===== src/rtl/stdout_fifo_if.sv =====
// CPU data-bus bundle between the core (master) and the buffered console
// output peripheral (slave).
interface stdout_fifo_if;
  logic [31:0] addr;
  logic [2:0]  size;
  logic        valid;
  logic        write;
  logic [31:0] wdata;
  logic [31:0] rdata;
  logic        ready;

  modport master (output addr, size, valid, write, wdata, input rdata, ready);
  modport slave  (input addr, size, valid, write, wdata, output rdata, ready);
endinterface


===== src/rtl/stdout_fifo.sv =====
// Buffered console output: CPU byte writes to DATA are queued and handed to
// the tty_tx serializer one byte at a time; STATUS/CTRL exposes level and flush.
module stdout_fifo #(
  parameter int          DEPTH = 16,
  parameter int          AW    = 4,
  parameter logic [31:0] BASE  = 32'h3000
) (
  input  logic               clk,
  input  logic               rstb,
  stdout_fifo_if.slave       bus,
  output logic               tx_valid,
  output logic [7:0]         tx_data,
  input  logic               tx_ready,
  output logic [AW:0]        level
);

  localparam logic [AW:0]   FULL_C  = DEPTH[AW:0];
  localparam logic [AW:0]   CNT_ONE = {{AW{1'b0}}, 1'b1};
  localparam logic [AW-1:0] PTR_ONE = {{(AW-1){1'b0}}, 1'b1};

  logic [7:0]    r_mem [DEPTH];
  logic [AW-1:0] r_wr_ptr, r_rd_ptr;
  logic [AW:0]   r_count;
  logic          r_ready;
  logic [31:0]   r_rdata;

  logic        w_sel_data, w_sel_stat, w_full, w_empty, w_can_go;
  logic        w_accept, w_push, w_pop, w_flush;
  logic [31:0] w_status;
  logic        w_unused;

  assign w_sel_data = (bus.addr == BASE);
  assign w_sel_stat = (bus.addr == BASE + 32'd8);
  assign w_full     = (r_count == FULL_C);
  assign w_empty    = (r_count == '0);

  // Only a DATA write can be refused; reads and STATUS accesses always go.
  assign w_can_go = w_sel_stat || !(bus.write && w_full);
  assign w_accept = bus.valid && (w_sel_data || w_sel_stat) && !r_ready && w_can_go;
  assign w_push   = w_accept && w_sel_data && bus.write;
  assign w_flush  = w_accept && w_sel_stat && bus.write && bus.wdata[0];
  assign w_pop    = tx_valid && tx_ready;

  // NOTE: every variable written in always_comb gets a default first, so no path can infer a latch.
  always_comb begin
    w_status        = '0;
    w_status[AW:0]  = r_count;
    w_status[16]    = w_empty;
    w_status[17]    = w_full;
  end

  // NOTE: sequential state uses non-blocking assignments so every flop samples pre-edge values.
  always_ff @(posedge clk or negedge rstb) begin
    if (!rstb) begin
      r_wr_ptr <= '0;
      r_rd_ptr <= '0;
      r_count  <= '0;
      r_ready  <= 1'b0;
      r_rdata  <= '0;
    end else begin
      r_ready <= w_accept;
      r_rdata <= (w_accept && w_sel_stat && !bus.write) ? w_status : 32'd0;
      if (w_flush) begin
        r_wr_ptr <= '0;
        r_rd_ptr <= '0;
        r_count  <= '0;
      end else begin
        if (w_push) r_wr_ptr <= r_wr_ptr + PTR_ONE;
        if (w_pop)  r_rd_ptr <= r_rd_ptr + PTR_ONE;
        case ({w_push, w_pop})
          2'b10:   r_count <= r_count + CNT_ONE;
          2'b01:   r_count <= r_count - CNT_ONE;
          default: r_count <= r_count;
        endcase
      end
    end
  end

  // NOTE: the storage array has no reset; its contents are unobservable until written.
  always_ff @(posedge clk) begin
    if (w_push) r_mem[r_wr_ptr] <= bus.wdata[7:0];
  end

  assign tx_valid  = !w_empty;
  assign tx_data   = r_mem[r_rd_ptr];
  assign level     = r_count;
  assign bus.ready = r_ready;
  assign bus.rdata = r_rdata;

  assign w_unused = ^{bus.size, bus.wdata[31:8]};

endmodule


===== src/flat_wrapper.sv =====
// flat-port wrapper written by rule: the top's interface ports become plain ports
module stdout_fifo_flat 
#(
  parameter int          DEPTH = 16,
  parameter int          AW    = 4,
  parameter logic [31:0] BASE  = 32'h3000
)
  (clk, rstb, tx_valid, tx_data, tx_ready, level, bus_addr, bus_size, bus_valid, bus_write, bus_wdata, bus_rdata, bus_ready);
  stdout_fifo_if bus_i ();
  input  logic clk;
  input  logic rstb;
  output logic tx_valid;
  output logic [7:0] tx_data;
  input  logic tx_ready;
  output logic [AW:0] level;
  input wire logic [$bits(bus_i.addr)-1:0] bus_addr;
  input wire logic [$bits(bus_i.size)-1:0] bus_size;
  input wire logic [$bits(bus_i.valid)-1:0] bus_valid;
  input wire logic [$bits(bus_i.write)-1:0] bus_write;
  input wire logic [$bits(bus_i.wdata)-1:0] bus_wdata;
  output wire logic [$bits(bus_i.rdata)-1:0] bus_rdata;
  output wire logic [$bits(bus_i.ready)-1:0] bus_ready;
  assign bus_i.addr = bus_addr;
  assign bus_i.size = bus_size;
  assign bus_i.valid = bus_valid;
  assign bus_i.write = bus_write;
  assign bus_i.wdata = bus_wdata;
  assign bus_rdata = bus_i.rdata;
  assign bus_ready = bus_i.ready;
  stdout_fifo #(.DEPTH(DEPTH), .AW(AW), .BASE(BASE)) u_core (.clk(clk), .rstb(rstb), .bus(bus_i), .tx_valid(tx_valid), .tx_data(tx_data), .tx_ready(tx_ready), .level(level));
endmodule

===== config.mk =====
export PLATFORM = sky130hd
export DESIGN_NAME = stdout_fifo_flat
export DESIGN_NICKNAME = d
export VERILOG_FILES = /design/src/rtl/stdout_fifo_if.sv /design/src/rtl/stdout_fifo.sv /design/src/flat_wrapper.sv
export SDC_FILE = /design/constraint.sdc
export NUM_CORES = 1
export LEC_CHECK = 0
export CORE_ASPECT_RATIO = 0.6
export CORE_MARGIN = 2
export CORE_UTILIZATION = 52
export CTS_CLUSTER_DIAMETER = 50
export DETAILED_ROUTE_END_ITERATION = 10
export GPL_TIMING_DRIVEN = 0
export HOLD_SLACK_MARGIN = 0.06
export PLACE_DENSITY_LB_ADDON = 0.12
export RECOVER_POWER = 100
export SYNTH_ARGS = -nofsm -noshare
export SYNTH_HDL_FRONTEND = slang
export SYNTH_SLANG_ARGS = --single-unit

===== constraint.sdc =====
create_clock -name clk -period 3.7 [get_ports clk]
set_clock_uncertainty 0.1 [all_clocks]
set_input_delay 0.74 -clock clk [delete_from_list [all_inputs] [get_ports clk]]
set_output_delay 0.74 -clock clk [all_outputs]
set_load 0.02 [all_outputs]

==> impl_metrics.csv <==
group,metric,value,unit
outcome,status,"finished clean",
timing,holdWs,0.5059,ns
finish,layout.cells.most_common_list,"edfxtp_1 (128), mux4_2 (40), clkdlybuf4s50_1 (35), buf_4 (26), conb_1 (25)",
timing,rsz_0062_raised_after_global_routing,"no",
route,drt-vias-per-instance,5.424,
setup_path,critPathKind,"register to primary output",
floorplanning,ioPinCount,119,
clocking,clockBufferDepth,2,
yosys,async_reset_ff_share,14.09,%
floorplanning,core-area,0.01199,mm^2
pwr,power.density,669.1,mW/mm^2
floorplanning,rows,31,
clocking,clock_tree_from_tritoncts,"yes",
floorplanning,design.die.area,0.01318,mm^2
route,antenna_violating_nets_post_route,0,
clocking,tritoncts.num_buffers,17,
hold_path,min_delay_path_class,"register to register",
clocking,root_buffer,"clkbuf_16",
yosys,ys_types,52,
finish,multiInputGateArea,0.001822,mm^2
route,via_count,3504,
route,drc,0,
yosys,synthesis.area_per_instance,17.84,um^2
finish,final_nets,549,
timing,worst_pin_slew,1.043,ns
place,place_congestion,0.8239,
finish,final_design_area_no_fill,0.007994,mm^2
setup_path,worst_ep_required_time,2.86,ns
flow_run,cap_violations,0,
place,hpwl,8804,um
floorplanning,die_h,89.73,um
setup_path,setup.worst_path.end_class,"primary output",
finish,layout-drive-gt1-share,23.91,%
route,finalWirelength,12950,um
grt,grt_pass1_wl,19830,um
place,placedInstanceArea,0.007326,mm^2
grt,grt_pass1_vias,3477,
timing,timing.final.setup_violations,0,
setup_path,start_kind,"register",
yosys,yosys_warnings,0,
floorplanning,start_util,53.14,%
yosys,synthCells,357,
setup_path,rrSetupSlack,0.50,ns
yosys,synth_enable_flop_cells,128,
finish,fill_cells,834,
finish,final_core_utilization,66.70,%
clocking,clk_latency,0.41,ns
pwr,irDropWorstVdd,0.3931,mV
yosys,synth_ff_type,"edfxtp_1",
place,port_buffer_cells,66,
timing,slew_viol_final,0,
finish,num_antenna_cells,0,
clocking,h_tree_levels,4,
pwr,design_power_total,5.349,mW
grt,track_usage,21.00,%
hold_path,hold_path.startpoint,"u_core.r_wr_ptr[3]$_DFFE_PN0P_",
route,routed_wire_length_per_instance,20.05,um
timing,final_min_period_over_clock_period,95.36,%
clocking,cts_num_sinks,149,
grt,largest_net_degree_at_the_start_of_global_routing,22,
timing,final_period_minus_worst_setup_slack,3.528,ns
setup_path,cp_max_fo,10,
timing,minimum_setup_slack_in_the_final_design,0.1717,ns
finish,area_growth,25.52,%
route,drt_pre_antenna_iters,4,
yosys,synth.yosys.seq_area_share,68.61,%
grt,antenna_found_initial,0,
finish,layout.area.seq,0.004369,mm^2
timing,achievable-frequency,283.4,MHz
timing,slew_headroom,30.23,%
place,dp_worst_setup_slack,-0.9183,ns
yosys,synth_area,0.006369,mm^2
clocking,postCtsHoldBufs,0,
pwr,power.leakage,2.877,nW
route,drtIter0Drc,299,
grt,globalRoute.totalOverflow,0,
yosys,postSynthRegisterBits,149,
timing,final-hold-violation-count,0,
finish,mostFrequentLayoutCell,"edfxtp_1",
floorplanning,fp.dieW,146.9,um
setup_path,crit_start,"u_core.r_rd_ptr[0]$_DFFE_PN0P_",
clocking,cts.reportedPaths.clkPinSlew,0.06,ns
setup_path,arrival,2.69,ns
setup_path,reg2reg_from,"u_core.level[2]$_DFFE_PN0P_",
cell type report:
| type | count | share of cell area (%) |
|---|---|---|
| tap | 165 | 2.583 |
| inverter | 9 | 0.4226 |
| clock inverter | 15 | 2.520 |
| multi-input combinational | 182 | 22.79 |
| sequential | 149 | 54.66 |
| timing repair buffer | 69 | 8.186 |
| clock buffer | 17 | 5.322 |
| buffer | 40 | 3.522 |
worst max-delay path, stage by stage (launching register included):
cell	delay, ns
dfrtp_1	0.35
clkbuf_2	0.26
buf_6	0.24
mux4_2	0.58
mux4_2	0.50
dlygate4sd2_1	0.34
report_power, final:
| group | switching (mW) | internal (mW) | total [mW] |
|---|---|---|---|
| Sequential | 0.0496 | 1.88 | 1.93 |
| Combinational | 0.844 | 0.772 | 1.62 |
| Clock | 0.673 | 1.13 | 1.81 |
sequential cells by signal, summed over array words and instances (netlist names):
register,count
u_core.bus.ready,1
u_core.r_rd_ptr,4
u_core.level,5
u_core.bus.rdata,7
u_core.r_mem,128
u_core.r_wr_ptr,4
worst paths after layout:
kind | cells past startpoint | end
worst max register to register | 11 | u_core.level[4]$_DFFE_PN0P_
worst min register to register | 2 | u_core.r_wr_ptr[3]$_DFFE_PN0P_
worst min-delay path | 2 | u_core.r_wr_ptr[3]$_DFFE_PN0P_
min in group asynchronous | 1 | u_core.bus.rdata[17]$_DFF_PN0_
worst max-delay path | 5 | tx_data[4]
max in group asynchronous | 1 | u_core.r_rd_ptr[0]$_DFFE_PN0P_
kinds of logic (layout without fill, tap and decap cells):
group,after synthesis,count (layout),share of synthesized area [%]
multiplexers,44,44,14.81
AO/OA/AOI/OAI,21,21,2.338
flip-flops,149,149,68.61
AND/OR/NAND/NOR,76,76,6.818
XOR/XNOR,7,7,0.9627
adder cells (fa/ha/maj),9,9,1.768
buffers and inverters,50,150,4.636
other,1,25,0.05888
timing repair:
action / CTS / global route
endpoints found under the hold margin: 0 / 0
pin swaps: 1 / 3
resized for setup: 17 / 11
setup endpoints to repair: 10 / 8
setup buffers: 1 / 2
Yosys cell counts, drive strengths merged, types with 2 or more instances:
master | number | share of area (%)
inv | 9 | 0.53
xnor2 | 2 | 0.28
and2b | 2 | 0.26
nand4 | 4 | 0.39
a21oi | 3 | 0.24
mux2i | 2 | 0.31
dfrtp | 21 | 8.3
mux4 | 40 | 14
clkbuf | 9 | 0.53
a22o | 2 | 0.28
nor4 | 10 | 1.1
nor2 | 21 | 1.2
buf | 32 | 3.6
and2 | 13 | 1.3
nand3 | 2 | 0.16
a21boi | 2 | 0.24
xor2 | 5 | 0.69
nor3 | 4 | 0.31
or4 | 2 | 0.24
o21ai | 4 | 0.31
nor4b | 2 | 0.28
ha | 9 | 1.8
nand2 | 6 | 0.35
nor2b | 2 | 0.20
mux2 | 2 | 0.35
edfxtp | 128 | 60
routing by layer:
layer	track usage, %	part of all wire, %	vias up
met5	0	0	-
li1	-	-	1585
met2	28.87	43	126
met4	5.906	1.0	0
met1	33.02	49	1779
met3	5.990	7.2	14
metrics by stage:
stage	setup TNS, ns	std cells
2_1_floorplan	0	381
3_3_place_gp	-9.104	612
3_5_place_dp	-11.24	612
4_1_cts	0	645
5_1_grt	0	646
6_report	0	646
No activity file was read; power rests on OpenSTA's default activity.
==> RTL edit 1, RTL diff (same settings) <==
Take the reset off `r_rdata` and load it in a clocked block of its own.
--- a/src/rtl/stdout_fifo.sv
+++ b/src/rtl/stdout_fifo.sv
@@ -56,10 +56,8 @@
       r_rd_ptr <= '0;
       r_count  <= '0;
       r_ready  <= 1'b0;
-      r_rdata  <= '0;
     end else begin
       r_ready <= w_accept;
-      r_rdata <= (w_accept && w_sel_stat && !bus.write) ? w_status : 32'd0;
       if (w_flush) begin
         r_wr_ptr <= '0;
         r_rd_ptr <= '0;
@@ -74,6 +72,10 @@
         endcase
       end
     end
+  end
+
+  always_ff @(posedge clk) begin
+    r_rdata <= (w_accept && w_sel_stat && !bus.write) ? w_status : 32'd0;
   end
 
   // NOTE: the storage array has no reset; its contents are unobservable until written.
Formal check against the unedited RTL: not equivalent (a bounded check fails within 4 cycles, from zero or initial values and one cycle with rstb low).
==> RTL edit 1 against the unedited design <==
Design area fell by 0.67%. Die area fell by 0.13%. Worst setup slack got worse by 0.090 ns. Largest cell class unchanged. Wire length rose by 1.6%. Sequential cell count did not move. Synthesized area fell by 0.14%. Critical path depth fell by 1. Highest routed layer unchanged. Non-clock buffer count fell by 3.
Power is not compared: it rests on default switching activity, and its combinational part moved more than twofold at a synthesized area within 25%.
==> RTL edit 1: results (changes against the unedited design) <==
[outcome]
status = complete, no violations  ; unchanged

[cts]
post_cts.repair.setup_buffers = 2  ; was 1
cts.repair.resized = 11  ; was 17

[setup_path]
crit_path_end = tx_data[2]  ; was tx_data[4]
worstReg2RegStart = u_core.level[1]$_DFFE_PN0P_  ; was u_core.level[2]$_DFFE_PN0P_
r2r_setup_slack_ns = 0.75  ; was 0.50 ns
slowest_stage = mux4_2  ; unchanged

[detailed_routing]
wl_met1_mm = 5.878  ; was 6.288 mm
vias = 3409  ; was 3504
route.met2.wl_mm = 5.771  ; was 5.591 mm
wl_mm = 13.16  ; was 12.95 mm
initialDrtViolationCount = 350  ; was 299

[synthesis]
ys_async_sr_fraction_pct = 9.396  ; was 14.09%
synth-warning-count = 0  ; unchanged
yosys-top-cells-count = edfxtp_1, mux4_2, buf_4, and2_1, dfrtp_1  ; was edfxtp_1, mux4_2, buf_4, dfrtp_1, nor2_1
synth.avg_cell_area_sq_um = 18.12  ; was 17.84 sq um
yosysSeqAreaShare_pct = 68.15  ; was 68.61%
synth.area.top_cells = edfxtp_1, mux4_2, dfrtp_1  ; unchanged

[global_routing]
grt_use_total_pct = 21.07  ; was 21.00%
grt_pass1_wl_mm = 19.43  ; was 19.83 mm
grt_pass1_vias = 3263  ; was 3477
grt_max_degree = 19  ; was 22

[placement]
dpl.hpwl_mm = 9.076  ; was 8.804 mm
placed_area_sq_um = 7317  ; was 7326 sq um
dpl.cell_count = 606  ; was 612
globalplace.congestion = 0.8035  ; was 0.8239

[timing]
finalHoldWorstSlack_ns = 0.4993  ; was 0.5059 ns
worst_pin_slew_ns = 0.8991  ; was 1.043 ns

[worst_hold_path]
min_to = u_core.bus.rdata[2]$_SDFF_PN0_  ; was u_core.r_wr_ptr[3]$_DFFE_PN0P_
min_from = u_core.level[2]$_DFFE_PN0P_  ; was u_core.r_wr_ptr[3]$_DFFE_PN0P_
hold_path_depth = 1  ; was 2

[layout]
drive_above_1_share_pct = 24.16  ; was 23.91%
final_net_count = 544  ; was 549
nFillCells = 832  ; was 834

==> RTL edit 1: area by class of cell <==
class / count / share of cell area [%]
plain buffers: 35 / 3.183
well taps: 165 / 2.600
flip-flops and latches: 149 / 54.60
repair buffers: 71 / 8.793
clock inverters: 8 / 0.7091
clock buffers: 24 / 6.603
multi-input cells: 178 / 22.99
inverters: 11 / 0.5200
==> RTL edit 1: metal layers <==
layer,global-route usage [%],vias to the layer above
met5,0,-
met4,5.825,0
met3,5.253,8
met2,29.58,158
met1,33.14,1697
li1,-,1546
==> RTL edit 1: power by group through the flow <==
stage | Combinational [mW] | Clock, mW | Sequential (mW)
2_1_floorplan | 0.0481 | 0 | 1.86
4_1_cts | 0.124 | 1.68 | 1.82
3_5_place_dp | 0.124 | 0 | 1.86
6_report | 0.122 | 1.67 | 1.82
3_3_place_gp | 0.120 | 0 | 1.86
5_1_grt | 0.131 | 1.76 | 1.82
==> RTL edit 1: kinds of logic after synthesis <==
group / count (synthesis) / share of synthesized area, %
AO/OA/AOI/OAI: 13 / 1.318
XOR/XNOR: 7 / 1.082
adder cells (fa/ha/maj): 9 / 1.889
buffers and inverters: 48 / 4.368
flip-flops: 149 / 68.15
multiplexers: 47 / 15.27
other: 1 / 0.05896
AND/OR/NAND/NOR: 77 / 7.869
==> RTL edit 1: metrics by stage <==
step	power, mW	worst slack (ns)	util [%]
2_1_floorplan	1.907	0.4426	-
3_3_place_gp	1.979	-0.2734	61.05
3_5_place_dp	1.982	-0.3647	61.05
4_1_cts	3.631	0.03225	66.17
5_1_grt	3.710	0.01751	66.25
6_report	3.612	0.08212	66.25
==> RTL edit 1: worst max-delay path: cells and delay by family, from the launching register on <==
kind                   cells  cell delay (ns)
DFF                        1             0.45
muxes                      2             1.10
buffers and inverters      2             0.81
==> RTL edit 2, RTL diff (config.mk and constraints unchanged) <==
Made on the original files. `AW` is set to 4 in 2 places; all go to 5.
--- a/src/rtl/stdout_fifo.sv
+++ b/src/rtl/stdout_fifo.sv
@@ -2,7 +2,7 @@
 // the tty_tx serializer one byte at a time; STATUS/CTRL exposes level and flush.
 module stdout_fifo #(
   parameter int          DEPTH = 16,
-  parameter int          AW    = 4,
+  parameter int          AW    = 5,
   parameter logic [31:0] BASE  = 32'h3000
 ) (
   input  logic               clk,
--- a/src/flat_wrapper.sv
+++ b/src/flat_wrapper.sv
@@ -2,7 +2,7 @@
 module stdout_fifo_flat 
 #(
   parameter int          DEPTH = 16,
-  parameter int          AW    = 4,
+  parameter int          AW    = 5,
   parameter logic [31:0] BASE  = 32'h3000
 )
   (clk, rstb, tx_valid, tx_data, tx_ready, level, bus_addr, bus_size, bus_valid, bus_write, bus_wdata, bus_rdata, bus_ready);
Ports: changed (resized level); port bits go from 119 to 120. No check against the original RTL was run, so the function may have changed too.
==> RTL edit 2 against the unedited design <==
Wire length rose by 3.4%. Combinational power up 2%. Sequential share of layout area up 0.38 points. Die area is 1.3% higher. Total power decreased by 0.83%. Non-clock buffer count is 1 higher. Sequential cell count grew 2. Global-route usage is 0.73 points higher. Synthesized area grew 1.3%. Design area rose by 0.45%. Clock power down 8%. Cell count increased by 0.31%. Worst setup slack improved by 0.039 ns. Critical path type unchanged.
==> RTL edit 2: results (changes against the unedited design) <==
[outcome]
status = complete, no violations  ; unchanged

[worst_hold_path]
min_to = u_core.bus.rdata[5]$_DFF_PN0_  ; was u_core.r_wr_ptr[3]$_DFFE_PN0P_
min_from = u_core.level[5]$_DFFE_PN0P_  ; was u_core.r_wr_ptr[3]$_DFFE_PN0P_
hold_path_depth = 1  ; was 2

[detailed_routing]
wl_met3_mm = 1.013  ; was 936 microns
wl_per_cell_microns = 20.67  ; was 20.05 microns
route.met2.wl_mm = 5.890  ; was 5.591 mm
initialDrtViolationCount = 241  ; was 299
vias_per_cell = 5.454  ; was 5.424
wl_met1_mm = 6.296  ; was 6.288 mm

[synthesis]
synth.area.top_cells = edfxtp_1, mux4_2, dfrtp_1  ; unchanged
synth.avg_cell_area_sq_um = 17.92  ; was 17.84 sq um
ys_async_sr_fraction_pct = 15.23  ; was 14.09%
yosys-top-cells-count = edfxtp_1, mux4_2, buf_4, nor2_1, dfrtp_1  ; was edfxtp_1, mux4_2, buf_4, dfrtp_1, nor2_1

[timing]
slew_headroom_pct = 16.90  ; was 30.23%
finalHoldWorstSlack_ns = 0.5022  ; was 0.5059 ns

[cts]
post_cts.repair.setup_buffers = 0  ; was 1
clk_latency_ns = 0.43  ; was 0.41 ns

[global_routing]
grt_use_met1_pct = 33.44  ; was 33.02%
grt_max_degree = 24  ; was 22
grt_use_total_pct = 21.73  ; was 21.00%
grt_pass1_wl_mm = 20.58  ; was 19.83 mm
use_met2_pct = 30.08  ; was 28.87%
met3_usage_pct = 5.758  ; was 5.990%
grt_pass1_vias = 3530  ; was 3477

[placement]
dpl.cell_count = 618  ; was 612
placed_area_sq_um = 7461  ; was 7326 sq um
portBuffers = 68  ; was 66
globalplace.congestion = 0.7731  ; was 0.8239
pre_cts_ws_ns = -0.5446  ; was -0.9183 ns
dpl.hpwl_mm = 9.183  ; was 8.804 mm

[layout]
stdcell_count = 648  ; was 646
fin_util_pct = 66.57  ; was 66.70%
nFillCells = 841  ; was 834

[pwr]
vdd_drop_max_v = 0.0003825  ; was 0.0003931 V
leakage_nw = 2.889  ; was 2.877 nW

[setup_path]
critPathMaxStageDelay_ns = 0.52  ; was 0.58 ns
ff2ff_path_depth = 10  ; was 11
cp_max_fo = 10  ; unchanged
crit_arrival_ns = 2.65  ; was 2.69 ns
r2r_setup_slack_ns = 0.45  ; was 0.50 ns

RTL edit 2: cell count changes after synthesis, moves of 3 or more:
cell     delta
and2_1      -7
and4_1      +4
buf_1       +3
inv_1       -4
nand2_1     +4
nor2_1      +3
nor4_1      -5
nor4b_2     +3
RTL edit 2: cells by family (layout without fill, tap and decap cells):
kind of cell	Yosys count	after routing	share of synthesized area, %
and+or+nand+nor	79	79	7.117
DFF	151	151	68.49
adders and majority gates	10	10	1.939
AOI/OAI and AO/OA	17	17	1.804
muxes	46	46	14.93
xor gates and xnor gates	8	8	1.086
other	1	24	0.05812
buffers and inverters	48	148	4.576
RTL edit 2: how the worst max path moves through the flow:
stage / endpoint / start / cells after the start / slack [ns]
floorplan: u_core.level[4]$_DFFE_PN0P_ / bus_addr[11] / 14 / 0.22
global route: u_core.level[4]$_DFFE_PN0P_ / bus_addr[15] / 14 / 0.04
global placement: u_core.level[4]$_DFFE_PN0P_ / bus_addr[15] / 15 / -0.45
CTS: tx_data[1] / u_core.r_rd_ptr[0]$_DFFE_PN0P_ / 5 / 0.004
finish: tx_data[3] / u_core.r_rd_ptr[0]$_DFFE_PN0P_ / 5 / 0.21
detailed placement: u_core.level[4]$_DFFE_PN0P_ / bus_addr[15] / 15 / -0.54
RTL edit 2: report_power, final:
part	switching (mW)	total (mW)	leakage [nW]	internal [mW]
combinational	0.845	1.66	1.17	0.817
sequential	0.0802	1.98	1.45	1.90
clock	0.715	1.66	0.268	0.943
RTL edit 2: final cells by class:
| type | instances | share of cell area, % |
|---|---|---|
| clock inverter | 13 | 1.667 |
| buffer | 40 | 3.568 |
| tap | 165 | 2.571 |
| inverter | 6 | 0.3116 |
| multi-input combinational | 184 | 23.01 |
| sequential | 151 | 55.03 |
| clock buffer | 19 | 5.391 |
| timing repair buffer | 70 | 8.445 |
